===== src/rtl/baccarat_dealer.sv =====
// Round sequencer for one baccarat hand: loads six card registers from the card
// source on step pulses and applies the third-card rules using external scorehand totals.
module baccarat_dealer (
    input  logic       slow_clock,
    input  logic       reset,
    input  logic       step,
    input  logic [3:0] new_card,
    input  logic [3:0] pscore,
    input  logic [3:0] dscore,
    output logic [3:0] pcard1,
    output logic [3:0] pcard2,
    output logic [3:0] pcard3,
    output logic [3:0] dcard1,
    output logic [3:0] dcard2,
    output logic [3:0] dcard3,
    output logic       player_win,
    output logic       dealer_win,
    output logic       done,
    output logic [3:0] state_dbg
);

    typedef enum logic [3:0] {
        DEAL_P1 = 4'd0,
        DEAL_D1 = 4'd1,
        DEAL_P2 = 4'd2,
        DEAL_D2 = 4'd3,
        EVAL    = 4'd4,
        DEAL_P3 = 4'd5,
        EVAL_D  = 4'd6,
        DEAL_D3 = 4'd7,
        DONE    = 4'd8
    } state_t;

    state_t state, state_next;

    logic [3:0] third_value;
    logic       dealer_draws;

    // Face cards and tens count as zero.
    function automatic logic [3:0] card_value(input logic [3:0] c);
        if (c >= 4'd1 && c <= 4'd9) begin
            card_value = c;
        end else begin
            card_value = 4'd0;
        end
    endfunction

    always_ff @(posedge slow_clock) begin
        if (reset) begin
            state  <= DEAL_P1;
            pcard1 <= 4'd0;
            pcard2 <= 4'd0;
            pcard3 <= 4'd0;
            dcard1 <= 4'd0;
            dcard2 <= 4'd0;
            dcard3 <= 4'd0;
        end else begin
            state <= state_next;
            if (step) begin
                case (state)
                    DEAL_P1: pcard1 <= new_card;
                    DEAL_D1: dcard1 <= new_card;
                    DEAL_P2: pcard2 <= new_card;
                    DEAL_D2: dcard2 <= new_card;
                    DEAL_P3: pcard3 <= new_card;
                    DEAL_D3: dcard3 <= new_card;
                    default: ;
                endcase
            end
        end
    end

    // Dealer third-card table, indexed by dealer total and the player's third card value.
    always_comb begin
        third_value  = card_value(pcard3);
        dealer_draws = 1'b0;
        case (dscore)
            4'd0, 4'd1, 4'd2: dealer_draws = 1'b1;
            4'd3:             dealer_draws = (third_value != 4'd8);
            4'd4:             dealer_draws = (third_value >= 4'd2) && (third_value <= 4'd7);
            4'd5:             dealer_draws = (third_value >= 4'd4) && (third_value <= 4'd7);
            4'd6:             dealer_draws = (third_value >= 4'd6) && (third_value <= 4'd7);
            default:          dealer_draws = 1'b0;
        endcase
    end

    always_comb begin
        state_next = state;
        if (step) begin
            case (state)
                DEAL_P1: state_next = DEAL_D1;
                DEAL_D1: state_next = DEAL_P2;
                DEAL_P2: state_next = DEAL_D2;
                DEAL_D2: state_next = EVAL;
                EVAL: begin
                    if (pscore >= 4'd8 || dscore >= 4'd8) begin
                        state_next = DONE;
                    end else if (pscore <= 4'd5) begin
                        state_next = DEAL_P3;
                    end else if (dscore <= 4'd5) begin
                        state_next = DEAL_D3;
                    end else begin
                        state_next = DONE;
                    end
                end
                DEAL_P3: state_next = EVAL_D;
                EVAL_D:  state_next = dealer_draws ? DEAL_D3 : DONE;
                DEAL_D3: state_next = DONE;
                DONE:    state_next = DONE;
                default: state_next = DEAL_P1;
            endcase
        end
    end

    always_comb begin
        done       = (state == DONE);
        player_win = done && (pscore >= dscore);
        dealer_win = done && (dscore >= pscore);
        state_dbg  = state;
    end

endmodule


===== config.mk =====
export PLATFORM = sky130hd
export DESIGN_NAME = baccarat_dealer
export DESIGN_NICKNAME = d
export VERILOG_FILES = /design/src/rtl/baccarat_dealer.sv
export SDC_FILE = /design/constraint.sdc
export NUM_CORES = 1
export LEC_CHECK = 0
export CAP_MARGIN = 0
export CORE_ASPECT_RATIO = 2
export CORE_MARGIN = 2
export CORE_UTILIZATION = 45
export DETAILED_ROUTE_END_ITERATION = 10
export PLACE_DENSITY = 0.79
export SKIP_LAST_GASP = 1
export SYNTH_ARGS = -nofsm -noshare
export SYNTH_HDL_FRONTEND = slang
export SYNTH_SLANG_ARGS = --single-unit

===== constraint.sdc =====
create_clock -name slow_clock -period 1.7 [get_ports slow_clock]
set_clock_uncertainty 0.15 [all_clocks]
set_input_delay 0.255 -clock slow_clock [delete_from_list [all_inputs] [get_ports slow_clock]]
set_output_delay 0.255 -clock slow_clock [all_outputs]
set_load 0.05 [all_outputs]

==> results.sh <==
export IMPL_outcome="complete, but fails checks"
export IMPL_violations="negative setup slack"
export IMPL_instances_no_fill=255
export IMPL_final_hold_viol_count=0
export IMPL_die_width_um=43.4
export IMPL_maxCapViolCount=0
export IMPL_fin_crit_ps=1960
export IMPL_leakage_nw=0.968
export IMPL_mostFrequentLayoutCells="buf_4, dfxtp_1, nor2_1"
export IMPL_grt_max_degree=18
export IMPL_dpl_cell_count=246
export IMPL_rows=28
export IMPL_antenna_cells=0
export IMPL_clk_insertion_delay_late_ps=260
export IMPL_max_vdd_ir_drop_mv=0.847
export IMPL_num_io_pins=46
export IMPL_syn_area_sq_um=1400
export IMPL_critical_path_class="in2out"
export IMPL_postSynthCellCount=162
export IMPL_cts_clk_slew_worst_paths_ps=90
export IMPL_cp_start_kind="input pin"
export IMPL_grt_pass1_vias=1398
export IMPL_grt_overflow_total=0
export IMPL_grt_pass1_wl_um=6160
export IMPL_initial_core_util_pct=47.4
export IMPL_root_buffer="clkbuf_8"
export IMPL_crit_fanout=2
export IMPL_finalSetupViolations=2
export IMPL_initialDrtViolationCount=36
export IMPL_yosys_most_used_dff="dfxtp_1"
export IMPL_min_path_type="reg2reg"
export IMPL_synth_edf_count=0
export IMPL_core_area_sq_um=2940
export IMPL_worst_pin_slew_ps=272
export IMPL_slew_violations=0
export IMPL_nFillCells=220
export IMPL_dpl_hpwl_um=3040
export IMPL_globalplace_congestion=0.802
export IMPL_synth_warnings=0
export IMPL_area_growth_pct=59.1
export IMPL_drc=0
export IMPL_numClockSinks=28
export IMPL_viasPerCell=5.69
export IMPL_synth_top_area_share_pct=40.2
export IMPL_dieArea_sq_um=3590
export IMPL_p_per_area_nw_per_um2=665
export IMPL_synth_avg_cell_area_sq_um=8.61
export IMPL_grt_antenna_before_repair=0
export IMPL_ys_seq_elements=28
export IMPL_final_common_cell="buf_4"
export IMPL_nets=245
export IMPL_cts_buffers=3
export IMPL_seq_area_frac_synth_pct=40.2
export IMPL_antenna_left=0
export IMPL_endpoint_kind="primary output"
export IMPL_drt_first_pass_iters=6
export IMPL_cp_arrival_ps=1560
export IMPL_timing_final_crit_share_pct=115
export IMPL_cts_hold_buf=0
export IMPL_groute_usage_overall_pct=22.2
export IMPL_drive_gt1_share_pct=40.4
export IMPL_synth_cell_types=41
export IMPL_post_route_util_pct=75.4
export IMPL_wl_per_cell_um=15.5
export IMPL_htree_levels=1
export IMPL_synth_area_leaders="dfxtp_1, mux2i_1, a21oi_1, nor2_1, o21ai_0"
export IMPL_synthArstFlopShare_pct=0
export IMPL_setup_ws_ps=-263
export IMPL_rsz0062_at_grt="yes"
export IMPL_via_count=1452
export IMPL_syn_num_nets=181
export IMPL_fmax_mhz=509
export IMPL_die_y_um=82.7
export IMPL_port_buffers=45
export IMPL_cts_tree="done"
export IMPL_yosys_area_top_type="dfxtp_1"
export IMPL_critPathRequiredTime_ps=1290
export IMPL_relSlewSlack_pct=81.8
export IMPL_cts_buffer_depth=2
export IMPL_routed_wl_um=3950
==> cell type report <==
cell class | count | area [sq um] | area share [%]
Clock buffer | 4 | 55.1 | 2.48
Timing Repair Buffer | 69 | 649 | 29.3
Tap cell | 30 | 37.5 | 1.69
Inverter | 6 | 38.8 | 1.75
Sequential cell | 28 | 576 | 25.9
Multi-Input combinational cell | 118 | 863 | 38.9
==> cell usage after synthesis (2+ instances only) <==
cell type,instances
a21oi_1,15
nand3_1,8
inv_1,6
mux2i_1,12
nor2_1,17
o21ai_0,11
or3_1,3
ha_1,4
o21a_1,2
nand2_1,14
dfxtp_1,28
buf_6,2
nor2b_1,2
buf_2,2
clkbuf_1,4
nand2b_1,2
nand4_1,2
nand3b_1,2
a31oi_1,3
or4b_1,2
==> worst max-delay path, stage by stage <==
cell	delay, ps
buf_8	90
clkinv_8	40
ha_4	210
nor2b_4	120
o21a_1	190
o21a_4	230
o31a_4	280
buf_8	150
==> worst paths after layout <==
check | cells past startpoint | endpoint | slack, ps | start
max | 8 | dealer_win | -260 | pscore[1]
max reg2reg | 5 | dcard1[3] | 20 | state_dbg[1]
min reg2reg | 2 | pcard1[0] | 320 | pcard1[0]
min | 2 | pcard1[0] | 320 | pcard1[0]
==> through the flow <==
stage / hold slack, ps / setup TNS (ps) / power (W) / instance area, sq um / setup slack [ps]
6_report: 320 / -481 / 0.00148 / 2220 / -263
5_1_grt: 355 / -700 / 0.00154 / 2220 / -291
4_1_cts: 323 / -479 / 0.00147 / 2160 / -285
3_5_place_dp: 310 / -5310 / 0.00106 / 2040 / -790
3_3_place_gp: 298 / -4600 / 0.00105 / 2040 / -767
2_1_floorplan: 234 / -380 / 0.000910 / 1470 / -209
==> routing by layer <==
metal	share of wire, %	global-route usage [%]
met1	34	22.2
met2	61	46.1
met3	3.9	1.52
met4	1.6	6.67
met5	0	0
==> state kept, by name (all words and copies together) (netlist names) <==
register / flops
dcard1: 4
dcard2: 4
dcard3: 4
pcard1: 4
pcard2: 4
pcard3: 4
state_dbg: 4
==> repair_timing <==
| item | in CTS | in global routing |
|---|---|---|
| resized for setup | 30 | 8 |
| setup buffers | 2 | 3 |
| setup endpoints to repair | 7 | 4 |
| pin swaps | 7 | 5 |
| endpoints found under the hold margin | 0 | 0 |
| gates cloned | 0 | 0 |
==> power by group <==
group	internal, W	switching [W]
registers	0.000675	0.0000159
clock network	0.000206	0.000185
logic	0.000177	0.000217
total	0.00106	0.000418
==> kinds of logic (layout without fill, tap and decap cells) <==
logic type                 Yosys count  count (layout)  share of synthesized area, %
adders and majority gates            4               4                          3.59
DFF                                 28              28                          40.2
muxes                               12              12                          8.61
AOI/OAI and AO/OA                   41              41                          17.9
and+or+nand+nor                     61              61                          23.9
buffers and inverters               16              79                          5.83
(Power assumes the default switching activity.)
